$ cat config.mk
export PLATFORM = sky130hd
export DESIGN_NAME = cla_addsub_pipe
export DESIGN_NICKNAME = d
export VERILOG_FILES = /design/src/rtl/cla_addsub_pipe.sv
export SDC_FILE = /design/constraint.sdc
export NUM_CORES = 1
export LEC_CHECK = 0
export CORE_MARGIN = 8
export CORE_UTILIZATION = 45
export DETAILED_ROUTE_END_ITERATION = 8
export PLACE_DENSITY = 0.68
export SYNTH_ARGS = -nofsm -noshare
export SYNTH_HDL_FRONTEND = slang
export SYNTH_SLANG_ARGS = --single-unit
$ cat constraint.sdc
create_clock -name clk -period 4.3 [get_ports clk]
set_input_delay 1.29 -clock clk [delete_from_list [all_inputs] [get_ports clk]]
set_output_delay 1.29 -clock clk [all_outputs]
set_load 0.05 [all_outputs]
$ cat src/rtl/cla_addsub_pipe.sv
// Two-stage pipelined add/sub (ADD/SUB/ADC/SBB) built on two-level carry lookahead, with status flags.
// Latency: a beat accepted at edge t is presented after edge t+1; up to 1 result per cycle.
// Backpressure: stalls hold stage 2 stable, stage 1 fills, then in_ready drops (2 beats max in flight).
module cla_addsub_pipe #(
  parameter int WIDTH = 16,
  parameter int GROUP = 4
) (
  input  logic             clk,
  input  logic             rst_n,
  input  logic             in_valid,
  output logic             in_ready,
  input  logic [WIDTH-1:0] in_x,
  input  logic [WIDTH-1:0] in_y,
  input  logic [1:0]       in_op,
  input  logic             in_cin,
  output logic             out_valid,
  input  logic             out_ready,
  output logic [WIDTH-1:0] out_s,
  output logic             out_c,
  output logic             out_v,
  output logic             out_z,
  output logic             out_n
);
  localparam int NG = WIDTH / GROUP;

  logic [WIDTH-1:0] yc, bg, bp;
  logic             c0;
  logic [NG-1:0]    grp_g, grp_p;

  logic             v1, v2, adv1, adv2;
  logic [WIDTH-1:0] p1, g1;
  logic             c01;
  logic [NG-1:0]    gg1, gp1;

  logic [NG:0]      gc;
  logic [WIDTH:0]   cy;
  logic [WIDTH-1:0] s_nxt;

  assign adv2     = !v2 || out_ready;
  assign adv1     = !v1 || adv2;
  assign in_ready = adv1;

  always_comb begin
    yc = in_y ^ {WIDTH{in_op[0]}};
    bg = in_x & yc;
    bp = in_x ^ yc;
    c0 = in_op[1] ? in_cin : in_op[0];
  end

  // Group generate as a flat sum of products over the bits of each group.
  always_comb begin : group_gp
    logic term;
    term  = 1'b0;
    grp_g = '0;
    grp_p = '0;
    for (int j = 0; j < NG; j++) begin
      grp_p[j] = &bp[j*GROUP +: GROUP];
      for (int k = 0; k < GROUP; k++) begin
        term = bg[j*GROUP+k];
        for (int m = k + 1; m < GROUP; m++) term = term & bp[j*GROUP+m];
        grp_g[j] = grp_g[j] | term;
      end
    end
  end

  // Bit generates are kept alongside p: in-group carries need them in stage 2.
  always_ff @(posedge clk or negedge rst_n) begin
    if (!rst_n) begin
      v1  <= 1'b0;
      p1  <= '0;
      g1  <= '0;
      c01 <= 1'b0;
      gg1 <= '0;
      gp1 <= '0;
    end else if (adv1) begin
      v1 <= in_valid;
      if (in_valid) begin
        p1  <= bp;
        g1  <= bg;
        c01 <= c0;
        gg1 <= grp_g;
        gp1 <= grp_p;
      end
    end
  end

  always_comb begin : carries
    logic term;
    int   b;
    term  = 1'b0;
    b     = 0;
    gc    = '0;
    cy    = '0;
    gc[0] = c01;
    for (int j = 0; j < NG; j++) begin
      for (int k = 0; k <= j; k++) begin
        term = gg1[k];
        for (int m = k + 1; m <= j; m++) term = term & gp1[m];
        gc[j+1] = gc[j+1] | term;
      end
      term = c01;
      for (int m = 0; m <= j; m++) term = term & gp1[m];
      gc[j+1] = gc[j+1] | term;
    end
    // In-group carries look ahead from the group carry-in; i == 0 reduces to gc[j].
    for (int j = 0; j < NG; j++) begin
      b = j * GROUP;
      for (int i = 0; i < GROUP; i++) begin
        for (int k = 0; k < i; k++) begin
          term = g1[b+k];
          for (int m = k + 1; m < i; m++) term = term & p1[b+m];
          cy[b+i] = cy[b+i] | term;
        end
        term = gc[j];
        for (int m = 0; m < i; m++) term = term & p1[b+m];
        cy[b+i] = cy[b+i] | term;
      end
    end
    cy[WIDTH] = gc[NG];
  end

  assign s_nxt = p1 ^ cy[WIDTH-1:0];

  always_ff @(posedge clk or negedge rst_n) begin
    if (!rst_n) begin
      v2    <= 1'b0;
      out_s <= '0;
      out_c <= 1'b0;
      out_v <= 1'b0;
      out_z <= 1'b0;
      out_n <= 1'b0;
    end else if (adv2) begin
      v2 <= v1;
      if (v1) begin
        out_s <= s_nxt;
        out_c <= cy[WIDTH];
        out_v <= cy[WIDTH] ^ cy[WIDTH-1];
        out_z <= (s_nxt == '0);
        out_n <= s_nxt[WIDTH-1];
      end
    end
  end

  assign out_valid = v2;

endmodule

==> flow_summary.toml, run 1 <==
[clocking]
cts_buffers = 9
h-tree-depth = 3
insertion_delay_ns = 0.33
cts_tree = "done"
cts-root-buf = "clkbuf_8"
postCtsHoldBufs = 0
postCtsSetupRepairBufs = 0
cts.sinks = 58
clock_path_buffers = 2
cts_resized = 0
clk_pin_slew_ns = 0.06

[outcome]
status = "complete, no violations"

[setup_path]
r2r_cells = 9
cp.depth = 3
slowest_stage = "clkdlybuf4s50_1"
r2r_end = "out_z"
worstSetupPathType = "in -> out"
slowest_delay_ns = 0.46
path_max_fanout = 3
crit_path_cell_trace = "clkdlybuf4s50_1 > nand3b_1 > buf_4"
crit_buf_inv = 2
cp_top_family = "buffers and inverters"
cp_data_required_time_ns = 3.01
cp-start-kind = "input pin"
crit_start = "out_ready"
r2r_slack_ns = 1.96
cp-endpoint = "in_ready"
arrival_ns = 2.13
r2r_start = "c01"
worstSetupEndpointType = "primary output"

[die]
dieArea_sq_um = 9510
die_y_um = 97.5
initial_core_util = 0.468
ioPinCount = 61
coreArea_sq_um = 6390
die_x_um = 97.5
std_cell_rows = 29

[yosys]
seq_area_frac_synth = 0.485
ys_ff_latch = 58
synth_cells = 256
ys_top_cells_by_area = "dfrtp_1 49%, mux2_2 14%, ha_1 8.4%"
yosysWarnings = 0
avgSynthCellArea_sq_um = 11.7
ys_types = 32
synth_top_area_share = 0.485
synth_fp_nets = 315
synth_area_leader_cell = "dfrtp_1"
syn-cell-area_sq_um = 2990

[sta]
report.final.hold_viol_count = 0
setup_slack_ns = 0.876
fin_crit_ns = 3.42
worst_slew_pin_slew_ns = 0.722
skew_ns = 0.00475
slew_violations = 0
rsz0062_at_grt = "false"
setup_tns_ns = 0
max_freq_mhz = 292
holdWs_ns = 0.480
final-setup-viol-count = 0
fin_crit_sh = 0.796
slew_headroom = 0.518

[route]
drt_iter0_markers = 100
avgRoutedWirePerCell_um = 15.7
dr.pass1.iters = 4
via_per_inst = 5.25
drc_errors = 0
num_vias = 2110
totalWireLength_um = 6320
final_antenna_net_count = 0

[placement]
hpwl_um = 4910
placed_area_sq_um = 3660
place.port_buffers = 60
gp_congestion = 0.772
dp_slack_ns = 0.764
dp.cells = 386

[global_routing]
grt_max_degree = 47
grt_pass1_wl_um = 10900
antenna_found_initial = 0
track_usage = 0.139
grt_pass1_vias = 2278
gr-total-overflow = 0

[layout]
n_antenna_cell = 0
design_area_sq_um = 3840
finalNetCount = 379
syn2layout_area_growth_pct = 28.4
drive_gt1_frac = 0.185
fillers = 547
seqCellArea_sq_um = 1450
multiInputGateArea_sq_um = 1490
final_cell_count_no_fill = 402

[power_and_ir_drop]
p_leak_nw = 1.76
power_density_nw_per_um2 = 565
vdd_drop_max_uv = 516

[run]
maxCapViolations = 0

[min_path]
hold_class = "reg -> reg"
[metal layers]
layer  up-vias  share of wire  GRT usage
met5         -              0          0
met4         0          0.016     0.0629
met3         9          0.046     0.0384
met2        50           0.46      0.213
met1      1005           0.48      0.178
li1       1046              -          -
[tightest hold or removal path, delay by kind of cell, from the launching register on]
kind | cells | cell delay, ns
AND/OR/NAND/NOR | 1 | 0.04
flip-flops | 1 | 0.34
AO/OA/AOI/OAI | 1 | 0.06
[how the worst min path moves through the flow]
| stage | start | to | slack [ns] | cells past startpoint |
|---|---|---|---|---|
| final | out_s[1] | out_s[1] | 0.48 | 2 |
| after global routing | out_s[9] | out_s[9] | 0.51 | 2 |
| after CTS | out_s[1] | out_s[1] | 0.48 | 2 |
| after detailed placement | out_s[1] | out_s[1] | 0.47 | 2 |
| after global placement | out_s[13] | out_s[13] | 0.46 | 2 |
| after floorplan | gp1[0] | gp1[0] | 0.45 | 2 |
[power breakdown]
part	total [mW]	switching (mW)	leakage (nW)	internal, mW
Combinational	0.920	0.550	0.954	0.370
Sequential	0.793	0.101	0.709	0.692
Clock	0.455	0.200	0.0965	0.255
[kinds of logic (layout without fill, tap and decap cells)]
| group | after synthesis | count (layout) | share of synthesized area |
|---|---|---|---|
| AOI/OAI and AO/OA | 48 | 48 | 0.105 |
| xor gates and xnor gates | 22 | 22 | 0.0644 |
| adders and majority gates | 20 | 20 | 0.0836 |
| buffers and inverters | 10 | 79 | 0.0155 |
| DFF | 58 | 58 | 0.485 |
| muxes | 38 | 38 | 0.143 |
| and+or+nand+nor | 60 | 60 | 0.104 |
[synth_stat cells]
| master | number |
|---|---|
| dfrtp_1 | 58 |
| mux2_2 | 37 |
| nand2_1 | 29 |
| ha_1 | 20 |
| o21ai_0 | 20 |
| xor2_1 | 18 |
| a21o_1 | 11 |
| a21oi_1 | 7 |
| nand4_1 | 6 |
| clkbuf_1 | 5 |
| and2_1 | 4 |
| buf_2 | 4 |
| nor2_1 | 4 |
| xnor2_1 | 4 |
| a211oi_1 | 3 |
| nand2b_1 | 3 |
| nor4_1 | 3 |
| and3_1 | 2 |
| nand3b_1 | 2 |
| o211a_1 | 2 |
| o21a_1 | 2 |
| or3_1 | 2 |
| buf_4 | 1 |
| mux2i_1 | 1 |
| nor3_1 | 1 |
| nor3_4 | 1 |
| nor4_2 | 1 |
| o221a_1 | 1 |
| o221a_2 | 1 |
| o41ai_2 | 1 |
| or2_0 | 1 |
| or2_1 | 1 |
[sequential cells by signal (all words and copies together) (netlist names)]
| name | count |
|---|---|
| c01 | 1 |
| out_valid | 1 |
| out_z | 1 |
| v1 | 1 |
| gp1 | 4 |
| out_v | 1 |
| p1 | 16 |
| g1 | 12 |
| gg1 | 4 |
| out_s | 16 |
| out_c | 1 |
[layout make-up]
type	instances	area share
clock buffers	14	0.0450
clock inverters	2	0.00261
multi-input cells	188	0.389
flip-flops and latches	58	0.378
well taps	77	0.0251
repair buffers	63	0.160
[per-stage QoR]
stage	total power [mW]	utilization
floorplan	1.41	-
global placement	1.72	0.573
detailed placement	1.74	0.573
CTS	2.19	0.601
global route	2.29	0.601
finish	2.17	0.601
[layout by cell type (no fill, tap or decap), types with 2 or more instances in the layout]
cell / n
a21o_1: 11
nand2b_1: 3
o211a_1: 2
nand3b_1: 2
mux2_2: 37
ha_1: 20
xor2_1: 18
nand2_1: 29
a211oi_1: 3
xnor2_1: 4
buf_4: 4
o21a_1: 2
and2_1: 4
dfrtp_1: 58
or3_1: 2
nor2_1: 4
a21oi_1: 7
clkbuf_1: 2
nor4_1: 3
and3_1: 2
nand4_1: 6
o21ai_0: 20
clkbuf_8: 12
clkinv_2: 2
clkdlybuf4s50_1: 58
(Power assumes the default switching activity.)
==> run 2, diff against run 1 <==
==> constraint.sdc (replaced) <==
create_clock -name clk -period 3.5 [get_ports clk]
set_input_delay 1.05 -clock clk [delete_from_list [all_inputs] [get_ports clk]]
set_output_delay 1.05 -clock clk [all_outputs]
set_load 0.05 [all_outputs]
==> run 2 against run 1 <==
Routed wire length is 0.59% lower. Design area up 1.7%. Setup slack got worse by 0.31 ns. Die area did not move. Critical path depth unchanged. Via count is 0.24% lower. First-iteration DRC count fell by 55%. Register-to-register slack worse by 0.85 ns. Count of clock-buffer cells in the layout is 1 lower. Sequential cell count stayed put. Clock power increased by 39%. Critical path type unchanged. Sequential share of layout area shrank 0.64 points.
==> flow_summary.toml, run 2 (same netlist as run 1, synthesis figures left out) <==
[die]
initial_core_util = 0.468
coreArea_sq_um = 6390
ioPinCount = 61
std_cell_rows = 29
die_y_um = 97.5
dieArea_sq_um = 9510
die_x_um = 97.5

[global_routing]
grt_pass1_vias = 2262
grt_max_degree = 47
antenna_found_initial = 0
gr-total-overflow = 0
grt_pass1_wl_um = 10700
track_usage = 0.137

[setup_path]
r2r_start = "c01"
crit_start = "out_ready"
slowest_delay_ns = 0.40
worstSetupEndpointType = "primary output"
cp_data_required_time_ns = 2.45
crit_path_cell_trace = "clkdlybuf4s50_1 > nand3b_1 > buf_12"
slowest_stage = "clkdlybuf4s50_1"
arrival_ns = 1.88
worstSetupPathType = "in -> out"
path_max_fanout = 3
cp-start-kind = "input pin"

[power_and_ir_drop]
power_mw = 2.75
p_switching_mw = 1.05
clock_power_share = 0.231
p_comb_frac = 0.415
p_int_mw = 1.69
p_leak_nw = 1.79
power_density_nw_per_um2 = 704
sw_frac_of_total = 0.384
vdd_drop_max_uv = 617
seq_power_share = 0.355

[route]
wl_met1_um = 2960
drc_errors = 0
via_per_inst = 5.24
met2_length_um = 2900
avgRoutedWirePerCell_um = 15.6
dr.pass1.iters = 4
num_vias = 2105
route.met3.wl_um = 339
totalWireLength_um = 6280
drt_iter0_markers = 45
dr.max_layer_used = "met4"
final_antenna_net_count = 0

[clocking]
postCtsSetupRepairBufs = 0
cts_resized = 0
insertion_delay_ns = 0.33
cts_buffers = 9
cts.sinks = 58
clk_pin_slew_ns = 0.06
cts-root-buf = "clkbuf_8"
h-tree-depth = 3
clock_path_buffers = 2
cts_tree = "done"
postCtsHoldBufs = 0

[sta]
slew_headroom = 0.533
slew_violations = 0
report.final.hold_viol_count = 0
fin_crit_sh = 0.837
setup_tns_ns = 0
final-setup-viol-count = 0
skew_ns = 0.00680
worst_slew_pin_slew_ns = 0.700
max_freq_mhz = 341
rsz0062_at_grt = "false"
fin_crit_ns = 2.93
setup_slack_ns = 0.571

[placement]
gp_congestion = 0.749
hpwl_um = 4900
dp.cells = 387
place.port_buffers = 60
dp_slack_ns = 0.548

[layout]
n_antenna_cell = 0
final_cell_mix = "58 x dfrtp_1, 58 x clkdlybuf4s50_1, 37 x mux2_2, 29 x nand2_1"
finalNetCount = 380
fillers = 538
final_cell_count_no_fill = 402
reg_top3 = "out_s: 16 flops, p1: 16 flops, g1: 12 flops"
drive_gt1_frac = 0.188
seqCellArea_sq_um = 1450
syn2layout_area_growth_pct = 30.6
multiInputGateArea_sq_um = 1490

[outcome]
status = "complete, no violations"

[min_path]
holdCritStartpoint = "out_s[7]"
hold_class = "reg -> reg"

[run]
maxCapViolations = 0
[run 2: cell count changes in the layout (fill, tap and decap cells not counted), sizes merged]
| cell | previous run | this run |
|---|---|---|
| buf | 5 | 6 |
| bufinv | 0 | 1 |
| clkbuf | 14 | 13 |
| clkinv | 2 | 1 |
[run 2: final cells by class]
cell class | instances | share of cell area
Multi-Input combinational cell | 188 | 0.382
Sequential cell | 58 | 0.372
Timing Repair Buffer | 64 | 0.169
Clock buffer | 13 | 0.0432
Tap cell | 77 | 0.0247
Clock inverter | 2 | 0.00897
[run 2: power groups by stage]
stage / Clock [mW] / Combinational (mW) / Sequential [mW]
after floorplan: 0 / 0.431 / 1.30
after global placement: 0 / 1.14 / 0.981
after detailed placement: 0 / 1.15 / 0.987
after CTS: 0.644 / 1.16 / 0.976
after global routing: 0.675 / 1.22 / 1.00
final: 0.634 / 1.14 / 0.974
[run 2: routing by layer]
metal / GRT usage / vias up
met5: 0 / -
met2: 0.214 / 52
met4: 0.0478 / 0
li1: - / 1052
met3: 0.0505 / 9
met1: 0.170 / 992
[run 2: worst paths after layout]
kind,to,slack [ns],cells after the start
max,in_ready,0.57,3
min,out_s[7],0.48,2
max reg2reg,out_z,1.11,9
min reg2reg,out_s[7],0.48,2
max in group asynchronous,g1[1],2.13,2
min in group asynchronous,g1[9],0.76,1
[run 2: per-stage QoR]
step           cell area [sq um]   util  hold WS (ns)
4_1_cts                     3910  0.612         0.485
2_1_floorplan               2990      -         0.451
5_1_grt                     3910  0.612         0.502
3_5_place_dp                3700  0.580         0.470
3_3_place_gp                3700  0.580         0.460
6_report                    3910  0.612         0.477
[run 2: critical path: cells and delay by family]
family	cells	cell delay (ns)
buffers and inverters	2	0.59
AND/OR/NAND/NOR	1	0.23
